[src/rtl/mem_arbiter_if.sv]
// Bus bundle between the request unit / datapath, the arbiter and the RAM.
// slave  : the arbiter's view (takes requests and RAM responses, drives hits and RAM controls)
// master : the environment's view (drives requests and RAM responses)
interface mem_arbiter_if;
  // request unit / datapath side
  logic        iREN;
  logic        dREN;
  logic        dWEN;
  logic [31:0] iaddr;
  logic [31:0] daddr;
  logic [31:0] dstore;
  logic        ihit;
  logic        dhit;
  logic [31:0] iload;
  logic [31:0] dload;
  // RAM side
  logic        ramREN;
  logic        ramWEN;
  logic [31:0] ramaddr;
  logic [31:0] ramstore;
  logic [31:0] ramload;
  logic        ram_ready;
  // status
  logic        mem_err;

  modport slave (
    input  iREN, dREN, dWEN, iaddr, daddr, dstore, ramload, ram_ready,
    output ihit, dhit, iload, dload, ramREN, ramWEN, ramaddr, ramstore, mem_err
  );

  modport master (
    output iREN, dREN, dWEN, iaddr, daddr, dstore, ramload, ram_ready,
    input  ihit, dhit, iload, dload, ramREN, ramWEN, ramaddr, ramstore, mem_err
  );
endinterface

[src/rtl/mem_arbiter.sv]
// mem_arbiter: arbitrates instruction fetch and data accesses onto one
// single-ported RAM, one access in flight at a time. Data wins over fetch.
// Optional feature: define MEMARB_TIMEOUT_EN to abort accesses that wait
// TIMEOUT_CYCLES for ram_ready and raise the sticky mem_err flag.
module mem_arbiter #(
  parameter int TIMEOUT_CYCLES = 255,
  parameter int CNT_W          = 8
) (
  input logic          CLK,
  input logic          nRST,
  mem_arbiter_if.slave bus
);

  typedef enum logic [1:0] {IDLE, DACC, IACC} state_t;

  state_t      r_state;
  state_t      w_next;
  logic [31:0] r_addr;
  logic [31:0] r_store;
  logic        r_wr;
  logic        r_mem_err;
  logic        w_timeout;
  logic        w_d_req;

  logic        w_ihit;
  logic        w_dhit;
  logic [31:0] w_iload;
  logic [31:0] w_dload;
  logic        w_ramREN;
  logic        w_ramWEN;
  logic [31:0] w_ramaddr;
  logic [31:0] w_ramstore;

  assign w_d_req = bus.dREN | bus.dWEN;

`ifdef MEMARB_TIMEOUT_EN
  logic [CNT_W-1:0] r_wait_cnt;

  // A stalled access gives up once it has waited TIMEOUT_CYCLES for the RAM.
  assign w_timeout = (r_state != IDLE) && !bus.ram_ready &&
                     (r_wait_cnt == CNT_W'(TIMEOUT_CYCLES));

  // Wait counter: cleared on grant, counts every unanswered access cycle.
  always_ff @(posedge CLK or negedge nRST) begin
    if (!nRST) begin
      r_wait_cnt <= '0;
    end else if (r_state == IDLE) begin
      r_wait_cnt <= '0;
    end else if (!bus.ram_ready && !w_timeout) begin
      r_wait_cnt <= r_wait_cnt + CNT_W'(1);
    end
  end

  // Sticky error flag, only cleared by reset.
  always_ff @(posedge CLK or negedge nRST) begin
    if (!nRST)          r_mem_err <= 1'b0;
    else if (w_timeout) r_mem_err <= 1'b1;
  end
`else
  logic w_unused_cfg;
  assign w_unused_cfg = ^{TIMEOUT_CYCLES, CNT_W};
  assign w_timeout    = 1'b0;
  assign r_mem_err    = 1'b0;
`endif

  // State register.
  always_ff @(posedge CLK or negedge nRST) begin
    // NOTE: sequential state uses non-blocking (<=) so every flop samples pre-edge values.
    if (!nRST) r_state <= IDLE;
    else       r_state <= w_next;
  end

  // Grant-edge latches: the RAM is driven only from these while an access is in flight.
  always_ff @(posedge CLK or negedge nRST) begin
    if (!nRST) begin
      r_addr  <= '0;
      r_store <= '0;
      r_wr    <= 1'b0;
    end else if (r_state == IDLE) begin
      if (w_d_req) begin
        r_addr  <= bus.daddr;
        r_store <= bus.dstore;
        r_wr    <= bus.dWEN;
      end else if (bus.iREN) begin
        r_addr  <= bus.iaddr;
        r_store <= '0;
        r_wr    <= 1'b0;
      end
    end
  end

  // Next-state and outputs: completion beats abort; data beats fetch in IDLE.
  always_comb begin
    // NOTE: every output gets a default first so no path leaves one unassigned (no latches).
    w_next     = r_state;
    w_ihit     = 1'b0;
    w_dhit     = 1'b0;
    w_iload    = '0;
    w_dload    = '0;
    w_ramREN   = 1'b0;
    w_ramWEN   = 1'b0;
    w_ramaddr  = '0;
    w_ramstore = '0;
    case (r_state)
      IDLE: begin
        if (w_d_req)       w_next = DACC;
        else if (bus.iREN) w_next = IACC;
      end
      DACC: begin
        w_ramREN   = !r_wr;
        w_ramWEN   = r_wr;
        w_ramaddr  = r_addr;
        w_ramstore = r_wr ? r_store : 32'h0;
        if (bus.ram_ready) begin
          w_dhit  = 1'b1;
          w_dload = bus.ramload;
          w_next  = IDLE;
        end else if (!w_d_req || w_timeout) begin
          w_next = IDLE;
        end
      end
      IACC: begin
        w_ramREN  = 1'b1;
        w_ramaddr = r_addr;
        if (bus.ram_ready) begin
          w_ihit  = 1'b1;
          w_iload = bus.ramload;
          w_next  = IDLE;
        end else if (!bus.iREN || w_timeout) begin
          w_next = IDLE;
        end
      end
      default: w_next = IDLE;
    endcase
  end

  assign bus.ihit     = w_ihit;
  assign bus.dhit     = w_dhit;
  assign bus.iload    = w_iload;
  assign bus.dload    = w_dload;
  assign bus.ramREN   = w_ramREN;
  assign bus.ramWEN   = w_ramWEN;
  assign bus.ramaddr  = w_ramaddr;
  assign bus.ramstore = w_ramstore;
  assign bus.mem_err  = r_mem_err;

endmodule

[src/flat_wrapper.sv]
// flat-port wrapper written by rule: the top's interface ports become plain ports
module mem_arbiter_flat 
#(
  parameter int TIMEOUT_CYCLES = 255,
  parameter int CNT_W          = 8
)
  (CLK, nRST, bus_iREN, bus_dREN, bus_dWEN, bus_iaddr, bus_daddr, bus_dstore, bus_ramload, bus_ram_ready, bus_ihit, bus_dhit, bus_iload, bus_dload, bus_ramREN, bus_ramWEN, bus_ramaddr, bus_ramstore, bus_mem_err);
  mem_arbiter_if bus_i ();
  input logic CLK;
  input logic nRST;
  input wire logic [$bits(bus_i.iREN)-1:0] bus_iREN;
  input wire logic [$bits(bus_i.dREN)-1:0] bus_dREN;
  input wire logic [$bits(bus_i.dWEN)-1:0] bus_dWEN;
  input wire logic [$bits(bus_i.iaddr)-1:0] bus_iaddr;
  input wire logic [$bits(bus_i.daddr)-1:0] bus_daddr;
  input wire logic [$bits(bus_i.dstore)-1:0] bus_dstore;
  input wire logic [$bits(bus_i.ramload)-1:0] bus_ramload;
  input wire logic [$bits(bus_i.ram_ready)-1:0] bus_ram_ready;
  output wire logic [$bits(bus_i.ihit)-1:0] bus_ihit;
  output wire logic [$bits(bus_i.dhit)-1:0] bus_dhit;
  output wire logic [$bits(bus_i.iload)-1:0] bus_iload;
  output wire logic [$bits(bus_i.dload)-1:0] bus_dload;
  output wire logic [$bits(bus_i.ramREN)-1:0] bus_ramREN;
  output wire logic [$bits(bus_i.ramWEN)-1:0] bus_ramWEN;
  output wire logic [$bits(bus_i.ramaddr)-1:0] bus_ramaddr;
  output wire logic [$bits(bus_i.ramstore)-1:0] bus_ramstore;
  output wire logic [$bits(bus_i.mem_err)-1:0] bus_mem_err;
  assign bus_i.iREN = bus_iREN;
  assign bus_i.dREN = bus_dREN;
  assign bus_i.dWEN = bus_dWEN;
  assign bus_i.iaddr = bus_iaddr;
  assign bus_i.daddr = bus_daddr;
  assign bus_i.dstore = bus_dstore;
  assign bus_i.ramload = bus_ramload;
  assign bus_i.ram_ready = bus_ram_ready;
  assign bus_ihit = bus_i.ihit;
  assign bus_dhit = bus_i.dhit;
  assign bus_iload = bus_i.iload;
  assign bus_dload = bus_i.dload;
  assign bus_ramREN = bus_i.ramREN;
  assign bus_ramWEN = bus_i.ramWEN;
  assign bus_ramaddr = bus_i.ramaddr;
  assign bus_ramstore = bus_i.ramstore;
  assign bus_mem_err = bus_i.mem_err;
  mem_arbiter #(.TIMEOUT_CYCLES(TIMEOUT_CYCLES), .CNT_W(CNT_W)) u_core (.CLK(CLK), .nRST(nRST), .bus(bus_i));
endmodule
[config.mk]
export PLATFORM = sky130hd
export DESIGN_NAME = mem_arbiter_flat
export DESIGN_NICKNAME = d
export VERILOG_FILES = /design/src/rtl/mem_arbiter_if.sv /design/src/rtl/mem_arbiter.sv /design/src/flat_wrapper.sv
export SDC_FILE = /design/constraint.sdc
export NUM_CORES = 1
export LEC_CHECK = 0
export ABC_AREA = 1
export CAP_MARGIN = 25
export CORE_AREA = 3 3 102 104
export DETAILED_ROUTE_END_ITERATION = 6
export DIE_AREA = 0 0 105 107
export DONT_BUFFER_PORTS = 1
export SLEW_MARGIN = 15
export SYNTH_ARGS = -nofsm -noshare
export SYNTH_HDL_FRONTEND = slang
export SYNTH_SLANG_ARGS = --single-unit
[constraint.sdc]
create_clock -name CLK -period 2.5 [get_ports CLK]
set_input_delay 0.375 -clock CLK [delete_from_list [all_inputs] [get_ports CLK]]
set_output_delay 0.375 -clock CLK [all_outputs]
set_load 0.02 [all_outputs]
==> impl_metrics.py <==
metrics = {
    "route": {
        "wl_per_cell_um": 15.1,
        "drc": 0,
        "vias": 3839,
        "dr.first_iter.drc_count": 237,
        "antenna_left": 0,
        "routed_wl_um": 11400,
        "drt_pass1_iterations": 5,
        "via_per_inst": 5.06,
    },
    "sta": {
        "worstMarginPinSlew_ns": 0.687,
        "final.setup_skew_ns": 0.0110,
        "finalHoldViolations": 0,
        "post-route-min-period_ns": 2.25,
        "relSlewSlack": 0.542,
        "fin_tns_setup_ns": 0,
        "min_period_over_period": 0.902,
        "setup_viol": 0,
        "rsz0062_at_grt": "false",
        "fmax_mhz": 444,
        "maxSlewViolCount": 0,
    },
    "clocking": {
        "cts_root_buf": "clkbuf_8",
        "numCtsBuffers": 9,
        "cts.reportedPaths.clkPinSlew_ns": 0.06,
        "clock_path_buffers": 2,
        "clk-insertion-delay-late_ns": 0.34,
        "postCtsSetupBuffers": 0,
        "cts_tree": "yes",
        "ctsHtreeMaxLevel": 3,
        "cts_sinks": 67,
    },
    "layout": {
        "areaGrowthSynthToFinish_pct": 7.54,
        "final_util": 0.459,
        "nNetsFinal": 760,
        "antennaDiodeCount": 0,
        "drive_gt1_frac": 0.0623,
    },
    "critical_path": {
        "endpoint_kind": "output pin",
        "crit_arrival_ns": 1.88,
        "startpoint_type": "flip-flop",
        "path_class": "flip-flop to output pin",
        "crit_required_ns": 2.12,
        "slowest_delay_ns": 0.48,
        "crit_cells": 4,
        "slowest_stage": "nor2_1",
        "path_cells": "inv_1 -> ha_1 -> nand2_1 -> nor2_1",
        "crit_path_max_fanout": 20,
        "reg2regPathDepth": 5,
        "cpLargestDelayFamily": "simple AND/OR/NAND/NOR gates",
        "worst-path-buf-inv": 1,
    },
    "run_status": {
        "status": "finished clean",
    },
    "power_and_ir_drop": {
        "clock_power_share": 0.185,
        "seqPwrFrac": 0.342,
        "leakage_uw": 0.00263,
        "p_sw_frac": 0.482,
        "combinationalPowerShare": 0.473,
        "pwr_density_cell_nw_per_um2": 1210,
        "switching_power_uw": 2580,
        "p_int_uw": 2770,
        "ir_drop_mv": 0.399,
    },
    "floorplanning": {
        "num_rows": 36,
        "core_um2": 9640,
        "die_x_um": 105,
        "die_h_um": 107,
        "die-area_um2": 11200,
        "initial_core_util": 0.427,
        "ios": 267,
    },
    "place": {
        "portBuffers": 0,
        "gp_congestion": 0.761,
        "dp_hpwl_um": 8260,
    },
    "logic_synthesis": {
        "synth_cells": 633,
        "syn-cell-area_um2": 4110,
        "synth.most_common_cell": "nand2_1",
        "yosysSeqAreaShare": 0.408,
        "ys.flop_type": "dfrtp_1",
        "ys_async_sr_fraction": 1.00,
        "ys_warn_count": 0,
        "synth_edf_count": 0,
        "synthTopCellsByCount": "nand2_1, inv_1, nor2_1",
        "synth_cell_types": 21,
        "synth_top_area_frac": 0.408,
        "synth_fp_nets": 772,
        "synth_area_leaders": "dfrtp_1, nand2_1, inv_1",
        "synth_top_area_cell": "dfrtp_1",
        "syn_avg_cell_area_um2": 6.50,
        "ys_seq_elements": 67,
    },
    "worst_hold_path": {
        "hp-class": "primary input to flip-flop",
        "min_path_cells": 2,
    },
    "global_routing": {
        "grt_max_degree": 68,
        "overflow": 0,
        "grt_pass1_wl_um": 17200,
        "grt_antenna_before_repair": 0,
        "grt_pass1_vias": 3378,
        "grt_usage": 0.192,
    },
    "job": {
        "cap_violations": 0,
    },
}
==> logic make-up after synthesis <==
family                   share of synthesized area
AO/OA/AOI/OAI                               0.0408
AND/OR/NAND/NOR                              0.380
flip-flops                                   0.408
other                                     0.000912
adder cells (fa/ha/maj)                     0.0152
buffers and inverters                        0.156
==> registers in the layout (all words and copies together), names as in the netlist <==
register	flops
u_core.r_store	32
u_core.r_state	2
u_core.r_wr	1
u_core.r_addr	32
==> path summary, 6_finish.rpt <==
| check | start | end | slack, ns |
|---|---|---|---|
| max | u_core.r_state[1] | bus_dload[10] | 0.25 |
| min reg2reg | u_core.r_addr[30] | u_core.r_addr[30] | 0.51 |
| min in group asynchronous | nRST | u_core.r_addr[21] | 0.59 |
| max in group asynchronous | nRST | u_core.r_store[19] | 1.63 |
| min | bus_dWEN | u_core.r_wr | 0.17 |
| max reg2reg | u_core.r_state[0] | u_core.r_store[8] | 0.66 |
==> layout make-up <==
class                   instances  area, um2
repair buffers                 19        165
inverters                     107        402
clock buffers                  12        145
clock inverters                 4       73.8
flip-flops and latches         67       1680
well taps                     133        166
multi-input cells             417       1800
fillers                      1006       5220
==> power groups by stage <==
stage,clock network [uW],logic [uW],registers [uW]
floorplan,0,2190,1790
global placement,0,2490,1830
detailed placement,0,2530,1840
CTS,1020,2570,1830
global route,1060,2840,1890
finish,989,2530,1830
==> routing by layer <==
layer | track usage | up-vias | part of all wire
met5 | 0 | - | 0
met4 | 0.0797 | 0 | 0.024
met3 | 0.0367 | 21 | 0.058
met2 | 0.331 | 175 | 0.51
met1 | 0.235 | 1782 | 0.41
li1 | - | 1861 | -
==> timing repair <==
| action | 4_1_cts | 5_1_grt |
|---|---|---|
| hold endpoints to repair | 67 | 0 |
| resized for setup | 0 | 0 |
| hold buffers | 2 | 0 |
==> cell usage in the layout, fill, tap and decap left out <==
master | synthesis | routed
buf_4 | 14 | 17
dlygate4sd3_1 | 0 | 1
clkinv_4 | 0 | 1
nand2_4 | 2 | 2
nand2_1 | 208 | 208
inv_2 | 2 | 2
bufinv_16 | 0 | 2
nor3_1 | 26 | 26
clkbuf_1 | 12 | 2
clkinv_2 | 0 | 1
inv_1 | 105 | 105
o21ai_0 | 4 | 4
nor2_2 | 1 | 1
nor2_1 | 71 | 71
conb_1 | 1 | 1
nand4_1 | 2 | 2
buf_16 | 0 | 1
nand2_2 | 2 | 2
ha_1 | 5 | 5
o21ai_1 | 28 | 28
dfrtp_1 | 67 | 67
clkbuf_8 | 0 | 10
nand3_1 | 66 | 66
o21a_1 | 1 | 1
==> worst reg2reg max path: stages (launching register included) <==
cell and delay (ns):
dfrtp_1 0.42, inv_1 0.12, ha_1 0.32, nand2_2 0.12, nand2_4 0.53, o21ai_0 0.19
==> per-stage QoR <==
step | cells | cell area (um2) | setup slack (ns) | hold WS [ns] | total power (uW)
finish | 759 | 4420 | 0.245 | 0.167 | 5350
floorplan | 633 | 4110 | 0.715 | 0.0794 | 3970
global placement | 741 | 4170 | 0.685 | 0.0817 | 4320
global route | 759 | 4420 | 0.124 | 0.159 | 5800
CTS | 759 | 4420 | 0.227 | 0.139 | 5420
detailed placement | 741 | 4170 | 0.606 | 0.0808 | 4370
No activity file was read; power rests on OpenSTA's default activity.
